### src/rtl/id_table_sequencer.sv
// id_table_sequencer: arbitrates one IDTable between the issue path (insert)
// and the response path (lookup, then invalidate on the last beat), tracks
// table occupancy and back-pressures issue while the table is full.
// Optional feature: define ID_SEQ_MISS_COUNTER_EN to build a saturating
// 16-bit lookup-miss counter on miss_count; otherwise miss_count is 0.
module id_table_sequencer #(
    parameter int unsigned NUMBER_OF_PORTS   = 2,
    parameter int unsigned ID_WIDTH          = 16,
    parameter int unsigned NUMBER_OF_ENTRIES = 32,
    localparam int unsigned ORIGIN_WIDTH = (NUMBER_OF_PORTS > 1) ? $clog2(NUMBER_OF_PORTS) : 1,
    localparam int unsigned OCC_WIDTH    = $clog2(NUMBER_OF_ENTRIES + 1)
) (
    input  logic                    clock,
    input  logic                    reset,
    input  logic                    req_valid,
    output logic                    req_ready,
    input  logic [ID_WIDTH-1:0]     req_id,
    input  logic [ORIGIN_WIDTH-1:0] req_origin,
    input  logic                    rsp_valid,
    output logic                    rsp_ready,
    input  logic [ID_WIDTH-1:0]     rsp_id,
    input  logic                    rsp_last,
    output logic                    route_valid,
    input  logic                    route_ready,
    output logic [ORIGIN_WIDTH-1:0] route_origin,
    output logic                    route_miss,
    output logic [ID_WIDTH-1:0]     tbl_id,
    output logic [ORIGIN_WIDTH-1:0] tbl_origin,
    output logic                    tbl_insert,
    output logic                    tbl_lookup,
    output logic                    tbl_invalidate,
    input  logic [ORIGIN_WIDTH-1:0] tbl_answer,
    input  logic                    tbl_hit,
    output logic [OCC_WIDTH-1:0]    occupancy,
    output logic                    full,
    output logic [15:0]             miss_count
);

    localparam logic [OCC_WIDTH-1:0] OCC_MAX = OCC_WIDTH'(NUMBER_OF_ENTRIES);

    typedef enum logic [2:0] {
        IDLE       = 3'd0,
        INSERT     = 3'd1,
        LOOKUP     = 3'd2,
        RESOLVE    = 3'd3,
        INVALIDATE = 3'd4,
        ROUTE      = 3'd5
    } state_t;

    typedef enum logic {
        PRIO_REQ = 1'b0,
        PRIO_RSP = 1'b1
    } prio_t;

    state_t                 state_q, state_d;
    prio_t                  prio_q, prio_d;
    logic                   grant_req, grant_rsp;
    logic                   req_elig, rsp_elig;
    logic                   insert_d, lookup_d, invalidate_d, route_valid_d;
    logic                   last_q;
    logic [OCC_WIDTH-1:0]   occ_d;

    // Candidates are masked during reset so the ready strobes read 0 immediately.
    assign req_elig  = req_valid && !full && !reset;
    assign rsp_elig  = rsp_valid && !reset;
    assign req_ready = grant_req;
    assign rsp_ready = grant_rsp;

    // State and priority pointer registers.
    always_ff @(posedge clock or posedge reset) begin
        if (reset) begin
            state_q <= IDLE;
            prio_q  <= PRIO_RSP;
        end else begin
            state_q <= state_d;
            prio_q  <= prio_d;
        end
    end

    // Next-state, arbitration and next-cycle strobe decode.
    always_comb begin
        state_d       = state_q;
        prio_d        = prio_q;
        grant_req     = 1'b0;
        grant_rsp     = 1'b0;
        insert_d      = 1'b0;
        lookup_d      = 1'b0;
        invalidate_d  = 1'b0;
        route_valid_d = route_valid;
        case (state_q)
            IDLE: begin
                if (req_elig && rsp_elig) begin
                    if (prio_q == PRIO_RSP) begin
                        grant_rsp = 1'b1;
                        prio_d    = PRIO_REQ;
                    end else begin
                        grant_req = 1'b1;
                        prio_d    = PRIO_RSP;
                    end
                end else if (req_elig) begin
                    grant_req = 1'b1;
                end else if (rsp_elig) begin
                    grant_rsp = 1'b1;
                end
                if (grant_req) begin
                    state_d  = INSERT;
                    insert_d = 1'b1;
                end else if (grant_rsp) begin
                    state_d  = LOOKUP;
                    lookup_d = 1'b1;
                end
            end
            INSERT: begin
                state_d = IDLE;
            end
            LOOKUP: begin
                state_d = RESOLVE;
            end
            RESOLVE: begin
                if (tbl_hit && last_q) begin
                    state_d      = INVALIDATE;
                    invalidate_d = 1'b1;
                end else begin
                    state_d       = ROUTE;
                    route_valid_d = 1'b1;
                end
            end
            INVALIDATE: begin
                state_d       = ROUTE;
                route_valid_d = 1'b1;
            end
            ROUTE: begin
                if (route_ready) begin
                    state_d       = IDLE;
                    route_valid_d = 1'b0;
                end
            end
            default: begin
                state_d = IDLE;
            end
        endcase
    end

    // Occupancy follows the strobe states, saturating at both ends.
    always_comb begin
        occ_d = occupancy;
        if (state_q == INSERT && occupancy != OCC_MAX) begin
            occ_d = occupancy + OCC_WIDTH'(1);
        end else if (state_q == INVALIDATE && occupancy != '0) begin
            occ_d = occupancy - OCC_WIDTH'(1);
        end
    end

    // Registered table strobes, table operands, routing result and occupancy.
    always_ff @(posedge clock or posedge reset) begin
        if (reset) begin
            tbl_insert     <= 1'b0;
            tbl_lookup     <= 1'b0;
            tbl_invalidate <= 1'b0;
            tbl_id         <= '0;
            tbl_origin     <= '0;
            last_q         <= 1'b0;
            route_valid    <= 1'b0;
            route_origin   <= '0;
            route_miss     <= 1'b0;
            occupancy      <= '0;
            full           <= 1'b0;
        end else begin
            tbl_insert     <= insert_d;
            tbl_lookup     <= lookup_d;
            tbl_invalidate <= invalidate_d;
            route_valid    <= route_valid_d;
            occupancy      <= occ_d;
            full           <= (occ_d == OCC_MAX);
            if (grant_req) begin
                tbl_id     <= req_id;
                tbl_origin <= req_origin;
            end
            if (grant_rsp) begin
                tbl_id <= rsp_id;
                last_q <= rsp_last;
            end
            if (state_q == RESOLVE) begin
                route_origin <= tbl_answer;
                route_miss   <= !tbl_hit;
            end
        end
    end

`ifdef ID_SEQ_MISS_COUNTER_EN
    // Saturating count of lookups that missed the table.
    always_ff @(posedge clock or posedge reset) begin
        if (reset) begin
            miss_count <= 16'h0000;
        end else if (state_q == RESOLVE && !tbl_hit && miss_count != 16'hFFFF) begin
            miss_count <= miss_count + 16'd1;
        end
    end
`else
    assign miss_count = 16'h0000;
`endif

endmodule

### config.mk
export PLATFORM = sky130hd
export DESIGN_NAME = id_table_sequencer
export DESIGN_NICKNAME = d
export VERILOG_FILES = /design/src/rtl/id_table_sequencer.sv
export SDC_FILE = /design/constraint.sdc
export NUM_CORES = 1
export LEC_CHECK = 0
export BUFFER_PORTS_ARGS = -buffer_cell sky130_fd_sc_hd__buf_2
export CAP_MARGIN = 40
export CORE_AREA = 2 2 80 59
export DETAILED_ROUTE_END_ITERATION = 10
export DIE_AREA = 0 0 82 61
export PLACE_DENSITY = 0.79
export SLEW_MARGIN = 40
export SYNTH_ARGS = -nofsm -noshare
export SYNTH_HDL_FRONTEND = slang
export SYNTH_SLANG_ARGS = --single-unit
### constraint.sdc
create_clock -name clock -period 2.6 [get_ports clock]
set_input_delay 0.65 -clock clock [delete_from_list [all_inputs] [get_ports clock]]
set_output_delay 0.65 -clock clock [all_outputs]
set_load 0.02 [all_outputs]
==> results of run 1 <==
[critical path, cell delays in order]
cell and delay (ns):
buf_2 0.11, nor2b_1 0.14, o21ai_0 0.27, nor4_4 0.22, buf_2 0.21
[power groups by stage]
stage	sequential, mW	clock, mW	combinational (mW)
after CTS	1.01	0.407	1.38
after global routing	1.05	0.430	1.50
after floorplan	1.23	0	0.751
after detailed placement	1.02	0	1.37
after global placement	1.02	0	1.35
final	1.02	0.391	1.37
[per-layer routing]
layer	global-route usage, %	share of wire, %
met5	0	0
met3	3.27	8.1
met4	5.95	0.91
met2	28.0	46
met1	25.2	45
[registers in the layout, indices dropped and copies added, names as in the netlist]
| signal | cells |
|---|---|
| full | 1 |
| last_q | 1 |
| occupancy | 6 |
| prio_q | 1 |
| route_miss | 1 |
| route_origin | 1 |
| route_valid | 1 |
| state_q | 3 |
| tbl_id | 16 |
| tbl_insert | 1 |
| tbl_invalidate | 1 |
| tbl_lookup | 1 |
| tbl_origin | 1 |
[worst paths after layout]
check                                        from                      to  slack (ns)
max                                         reset               rsp_ready        0.35
min                                         reset   tbl_id[8]$_DFFE_PP0P_        0.48
max reg2reg                occupancy[1]$_DFF_PP0_          full$_DFF_PP0_        0.40
min reg2reg                route_miss$_DFFE_PP0P_  route_miss$_DFFE_PP0P_        0.49
max in group asynchronous                   reset      prio_q$_DFFE_PP1P_        1.79
min in group clock         route_miss$_DFFE_PP0P_  route_miss$_DFFE_PP0P_        0.49
[layout make-up]
class,instances,area [µm²],share of cell area (%)
Timing Repair Buffer,77,398,16.6
Inverter,6,22.5,0.939
Clock inverter,1,5.00,0.209
Multi-Input combinational cell,147,940,39.2
Sequential cell,35,877,36.6
Clock buffer,7,86.3,3.60
Tap cell,55,68.8,2.87
[logic make-up (layout without fill, tap and decap cells)]
kind of cell | after synthesis | in the layout | synth area share, %
compound gates | 47 | 47 | 14.6
buf+inv | 30 | 91 | 9.68
fa+ha+maj | 3 | 3 | 1.94
mux | 19 | 19 | 10.0
other cells | 1 | 16 | 0.193
simple gates | 60 | 60 | 17.4
flops | 35 | 35 | 45.2
xor+xnor | 2 | 2 | 0.903
[layout by cell type, fill, tap and decap left out, types with 4 or more instances in the layout]
master | Yosys | final
inv_1 | 6 | 6
mux2i_1 | 16 | 16
o21ai_0 | 23 | 23
dfrtp_1 | 34 | 34
nand2_1 | 29 | 29
buf_2 | 3 | 72
buf_4 | 17 | 5
nor2_1 | 5 | 5
a21oi_1 | 8 | 8
nor3_1 | 4 | 4
clkbuf_8 | 0 | 6
conb_1 | 1 | 16
==> run metrics, run 1 <==
outcome complete, no violations; grt total ovfl 0; fillers 388; hpwl dp 3260 µm; pin count of the biggest net entering global routing 36; Worst-Skew Late Latency 0.28 ns; worst hold path type in -> async; clock share of power 14.1%; share of layout cells above drive strength 1 34.8%; final period utilization 86.7%; routed wire length 4280 µm; max_slew headroom 55.2%; fin worst setup slack 0.345 ns; DP Cell Count 320; Final setup violation count 0; Primary FF master, synth dfrtp_1; ANT nets after route 0; detailed-route wire length per cell 13.1 µm; sequential element share of the synthesized area 45.2%; Num CTS Buffers 5; # DRC 0; hold_ws 0.477 ns; Post-CTS Setup Inserts 0; Syn Inst Count 197; placed instance area 2310 µm²; vias in the first global route 1468; H-tree levels 2; Die X-Extent 82 µm; n_diodes 0; Post-synth EDFFs 0; mapped cell area 1940 µm²; Nets 316; most frequent cell after synthesis dfrtp_1; finished layout cell area 2400 µm²; Synth warnings 0; critical path launch point type input port; pre-CTS setup slack 0.366 ns; RSZ-0062 raised after global routing false; CTS tree done; post-CTS resize count 0; Longest Clk Path Bufs 2; fmax 444 MHz; switching power share of the total 44.2%; Reg clk slew, reported paths 0.07 ns; cell-internal power 1.55 mW; Ports 89; min Tclk post-route 2.25 ns; hold_buf cts 0; critical path class in -> out; root buffer cell clkbuf_8; clk sinks 35; Area Growth Syn to Fin 23.6%; crit path DAT 1.60 ns; sequential power share 36.6%; RD Place Congestion 0.909; reg2reg path depth 7; Starting Density 46.1%; via count 1664; Final Non-Filler Cells 328; DR vias/cell 5.07; first-pass GRT wire length 6640 µm; CP Max Fanout 3; top cells by instance count after synthesis 34 x dfrtp_1, 29 x nand2_1, 23 x o21ai_0, 17 x buf_4, 16 x mux2i_1; Worst EP required 1.95 ns; register bit total from synthesis 35; Gate power share 49.3%; Slew @ Worst Pin 0.665 ns; Power Total 2.77 mW; pwr/cell area 1160 nW/µm²; antenna violations before repair 0; Async SR Flop Fraction 100%; number of distinct library cells after synthesis 46; Crit. End Element output pin; drt first pass iters 4; Final Hold Fails 0; Syn Area/Cell 9.84 µm²; switching power total 1.23 mW; synth top area cells dfrtp_1 44%, mux2i_1 8.3%, buf_4 6.6%; die area 5000 µm²; maximum vdd ir drop 0.567 mV; Setup TNS 0 ns; gr usage total 17.8%; largest area contributor in the netlist dfrtp_1; Port Buffer Count 72; height of the die 61 µm; Max Slew Vio Count 0; Finished Core Util 57.0%; Worst Clk Skew 0.00707 ns; num rows 20; max cap viols 0; Iteration-0 DRC Markers 158; Leak 1.25 nW; area fraction of the dominant cell type after synthesis 43.9%; core footprint 4200 µm²
Note: power is estimated with default switching activity, not from simulation.
==> inputs of run 2 (changes only) <==
--- a/config.mk
+++ b/config.mk
@@ -5,11 +5,12 @@
 export SDC_FILE = /design/constraint.sdc
 export NUM_CORES = 1
 export LEC_CHECK = 0
+export ABC_AREA = 1
 export BUFFER_PORTS_ARGS = -buffer_cell sky130_fd_sc_hd__buf_2
 export CAP_MARGIN = 40
-export CORE_AREA = 2 2 80 59
+export CORE_AREA = 2 2 82 60
 export DETAILED_ROUTE_END_ITERATION = 10
-export DIE_AREA = 0 0 82 61
+export DIE_AREA = 0 0 84 62
 export PLACE_DENSITY = 0.79
 export SLEW_MARGIN = 40
 export SYNTH_ARGS = -nofsm -noshare
==> run 2 against run 1 <==
Compared with the run above:
- global-route usage decreased by 1.6 points
- worst hold slack got worse by 0.0021 ns
- register-to-register slack improved by 0.38 ns
- largest cell class unchanged
- largest power group unchanged
==> run metrics, run 2 <==
outcome complete, no violations; hold_buf cts 0; antenna violations before repair 0; Crit. End Element output pin; first-pass GRT wire length 6790 µm; max reg flops 16; maximum vdd ir drop 0.621 mV; met3 WL 245 µm; CTS tree done; critical path class in -> out; area fraction of the dominant cell type after synthesis 41.4%; RSZ-0062 raised after global routing false; largest area contributor in the netlist dfrtp_1; n_diodes 0; die area 5210 µm²; Met2 Wirelength 1940 µm; largest register by flop count tbl_id; Power Total 2.92 mW; hpwl dp 3370 µm; gr usage total 16.2%; Syn Area/Cell 8.10 µm²; Async SR Flop Fraction 100%; share of layout cells above drive strength 1 32.5%; Leak 1.38 nW; height of the die 62 µm; Final Hold Fails 0; root buffer cell clkbuf_8; Worst-Skew Late Latency 0.28 ns; crit path DAT 1.77 ns; register bit total from synthesis 35; FF-to-FF End tbl_id[4]$_DFFE_PP0P_; drt first pass iters 6; Die X-Extent 84 µm; most frequent cell after synthesis nand2_1; top flop regs tbl_id (16), occupancy (6), state_q (3); H-tree levels 2; worst hold path type in -> async; grt total ovfl 0; top sig layer met4; critical path launch point type input port; synth top area cells dfrtp_1 41%, nand2_1 8.0%, nand3_1 7.5%; Longest Clk Path Bufs 2; Final setup violation count 0; RD Place Congestion 0.869; Num CTS Buffers 5; # DRC 0; mapped cell area 2060 µm²; reg2reg start state_q[2]$_DFFE_PP0P_; Port Buffer Count 72; min Tclk post-route 2.42 ns; Starting Density 45.3%; Ports 89; Synth warnings 0; detailed-route wire length per cell 11.5 µm; post-CTS resize count 0; fmax 414 MHz; number of distinct library cells after synthesis 31; top cells by instance count after synthesis 44 x nand2_1, 34 x dfrtp_1, 31 x nand3_1, 28 x nor2_1, 20 x o21ai_1; ANT nets after route 0; Post-synth EDFFs 0; Primary FF master, synth dfrtp_1; DR vias/cell 4.76; FF-to-FF setup slack 0.78 ns; Reg clk slew, reported paths 0.07 ns; most frequent cells in the layout 72 x buf_2, 44 x nand2_1, 34 x dfrtp_1, 31 x nand3_1, 28 x nor2_1; Post-CTS Setup Inserts 0; Worst Clk Skew 0.00808 ns; CP Max Fanout 19; num rows 21; max cap viols 0; pin count of the biggest net entering global routing 36; Setup TNS 0 ns; Max Slew Vio Count 0; Iteration-0 DRC Markers 105; Syn Inst Count 254; Area Growth Syn to Fin 21.0%; core footprint 4550 µm²; M1 WL 2170 µm; sequential element share of the synthesized area 42.6%; pwr/cell area 1170 nW/µm²; Nets 369; via count 1823; routed wire length 4410 µm; Worst EP required 1.95 ns; vias in the first global route 1541; commonest non-fill, non-tap cell in the layout buf_2; clk sinks 35; final period utilization 92.9%; reg2reg path depth 7
run 2: cell types whose count changed after synthesis, sizes merged, moves of 4 or more:
cell,change
nand2,+24
mux2i,-16
xor2,+4
o21ai,+13
inv,+14
a21oi,-4
nand3,+31
nor2,+29
run 2: metrics by stage:
stage	util, %	std cells	hold WS, ns	cell area [µm²]	worst slack, ns
after floorplan	-	269	0.442	2110	0.0985
after detailed placement	52.3	375	0.460	2380	0.167
after global routing	54.8	383	0.510	2490	0.0978
after global placement	52.3	375	0.457	2380	0.252
final	54.8	383	0.474	2490	0.184
after CTS	54.8	383	0.481	2490	0.175
run 2: where the power goes:
part	internal (mW)	switching (mW)
sequential	0.785	0.197
clock	0.285	0.198
combinational	0.499	0.953
run 2: worst max path at each step:
stage / slack [ns] / to / depth (start not counted) / startpoint
after floorplan: 0.1 / req_ready / 5 / reset
after global placement: 0.25 / req_ready / 7 / reset
after detailed placement: 0.17 / req_ready / 7 / reset
after CTS: 0.17 / req_ready / 7 / reset
after global routing: 0.1 / req_ready / 7 / reset
final: 0.18 / req_ready / 7 / reset
run 2: cell type report:
cell class | count | area [µm²]
multi-input combinational | 190 | 983
fill | 438 | 2060
sequential | 35 | 877
tap | 57 | 71.3
inverter | 20 | 77.6
clock inverter | 3 | 43.8
timing repair buffer | 73 | 368
clock buffer | 5 | 68.8
run 2: logic make-up (layout without fill, tap and decap cells):
group	Yosys count	in the layout	synth area share [%]
AND/OR/NAND/NOR	125	125	30.5
buffers and inverters	44	101	12.3
AO/OA/AOI/OAI	42	42	10.8
flip-flops	35	35	42.6
XOR/XNOR	4	4	1.70
adder cells (fa/ha/maj)	3	3	1.83
other	1	16	0.182
run 2: worst max-delay path, cell delays in order:
cell	delay (ns)
buf_2	0.11
inv_2	0.05
nand3_1	0.08
a21oi_1	0.33
nand2_4	0.23
inv_1	0.14
buf_2	0.17
run 2: per-layer routing:
metal  GRT usage, %  vias up
met4           5.53        0
met2           25.7       54
li1               -      938
met3           2.91        7
met1           23.1      824
met5              0        -
==> inputs of run 3 (changes only) <==
--- a/config.mk
+++ b/config.mk
@@ -12,6 +12,7 @@
 export DETAILED_ROUTE_END_ITERATION = 10
 export DIE_AREA = 0 0 84 62
 export PLACE_DENSITY = 0.79
+export RECOVER_POWER = 25
 export SLEW_MARGIN = 40
 export SYNTH_ARGS = -nofsm -noshare
 export SYNTH_HDL_FRONTEND = slang
==> run 3 against run 2 <==
Compared with the run above:
- the run now ends with capacitance limit, slew limit left
- critical path depth is the same
- clock skew is essentially flat
- first-iteration DRC count grew 2.9%
- sequential power is essentially flat
- largest power group unchanged
==> run metrics, run 3 (synthesis gave the netlist of run 2 again) <==
# DRC 0; Post-CTS Setup Inserts 0; pin count of the biggest net entering global routing 36; RD Place Congestion 0.869; top flop regs tbl_id (16), occupancy (6), state_q (3); CTS tree done; max_slew headroom -22.5%; Longest Clk Path Bufs 2; Max Slew Vio Count 36; commonest non-fill, non-tap cell in the layout buf_2; critical path class in -> out; clk sinks 35; detailed-route wire length per cell 11.5 µm; final period utilization 92.9%; Area Growth Syn to Fin 20.8%; antenna violations before repair 0; Die X-Extent 84 µm; Slew @ Worst Pin 1.84 ns; GR peak layer met2; CP Max Fanout 19; hold_buf cts 0; GRT met2 Usage 25.7%; Ports 89; Worst Clk Skew 0.00835 ns; share of layout cells above drive strength 1 31.6%; Worst Path Buf+Inv 4; FF-to-FF setup slack 0.78 ns; met3 Usage GRT 2.91%; pwr/cell area 1170 nW/µm²; RSZ-0062 raised after global routing false; vias in the first global route 1541; hpwl dp 3370 µm; DR vias/cell 4.75; fin worst setup slack 0.184 ns; Final setup violation count 0; Worst EP required 1.95 ns; first-pass GRT wire length 6790 µm; Crit. End Element output pin; Worst-Skew Late Latency 0.28 ns; Num CTS Buffers 5; Port Buffer Count 72; gr usage total 16.2%; min Tclk post-route 2.42 ns; Finished Core Util 54.7%; die area 5210 µm²; height of the die 62 µm; Max stage delay on crit path 0.33 ns; post-CTS resize count 0; M1 GR Usage 23.1%; slowest library cell on the worst path a21oi_1; hold_ws 0.478 ns; Power Total 2.91 mW; core footprint 4550 µm²; failing checks capacitance limit, slew limit; grt total ovfl 0; H-tree levels 2; Iteration-0 DRC Markers 108; fmax 414 MHz; critical path launch point type input port; cell family with most CP delay buffers and inverters; maximum vdd ir drop 0.620 mV; n_diodes 0; Nets 369; num rows 21; largest register by flop count tbl_id; Reg clk slew, reported paths 0.06 ns; routed wire length 4410 µm; via count 1818; Final Hold Fails 0; crit path DAT 1.77 ns; drt first pass iters 4; root buffer cell clkbuf_8; Leak 1.37 nW; max reg flops 16; worst hold path type reg -> reg; Cell Chain, Critical Path clkbuf_1 -> inv_1 -> nand3_1 -> a21oi_1 -> nand2_4 -> inv_1 -> buf_2; max cap viols 1; cell mode on critical path inv_1; pre-CTS setup slack 0.167 ns; fillers 440; most frequent cells in the layout 71 x buf_2, 44 x nand2_1, 34 x dfrtp_1, 31 x nand3_1, 28 x nor2_1; ANT nets after route 0; Setup TNS 0 ns; Starting Density 45.3%; outcome finished with violations
==> run 3: layout make-up <==
class                   instances  area (µm²)  area share, %
clock inverters                 3        43.8           1.76
flip-flops and latches         35         877           35.3
well taps                      57        71.3           2.87
multi-input cells             190         983           39.6
repair buffers                 73         363           14.6
clock buffers                   5        68.8           2.77
inverters                      20        77.6           3.12
==> run 3: path summary, 6_finish.rpt <==
path	startpoint	to	depth (start not counted)
worst min-delay path	route_origin$_DFFE_PP0P_	route_origin$_DFFE_PP0P_	2
worst max register to register	state_q[2]$_DFFE_PP0P_	tbl_id[4]$_DFFE_PP0P_	7
min in group asynchronous	reset	full$_DFF_PP0_	3
max in group asynchronous	reset	tbl_invalidate$_DFF_PP0_	3
worst max-delay path	reset	req_ready	7
worst min register to register	route_origin$_DFFE_PP0P_	route_origin$_DFFE_PP0P_	2
==> run 3: report_power, final <==
part,total [mW],internal (mW),switching [mW]
Combinational,1.45,0.498,0.953
Sequential,0.982,0.785,0.197
Clock,0.479,0.285,0.194
Total,2.91,1.57,1.34
==> run 3: per-stage QoR <==
step,area (µm²),std cells
after floorplan,2110,269
final,2480,383
after detailed placement,2380,375
after global routing,2480,383
after CTS,2490,383
after global placement,2380,375
==> run 3: layer usage <==
metal,wire length [µm],up-vias
met1,2170,820
met3,234,6
met2,1950,53
met5,0,-
met4,53,0
li1,-,939
==> run 3: worst register-to-register path: cells and delay by family (launching register included) <==
family | cells | cell delay (ns)
and+or+nand+nor | 4 | 0.84
DFF | 1 | 0.44
AOI/OAI and AO/OA | 2 | 0.27
buffers and inverters | 1 | 0.20
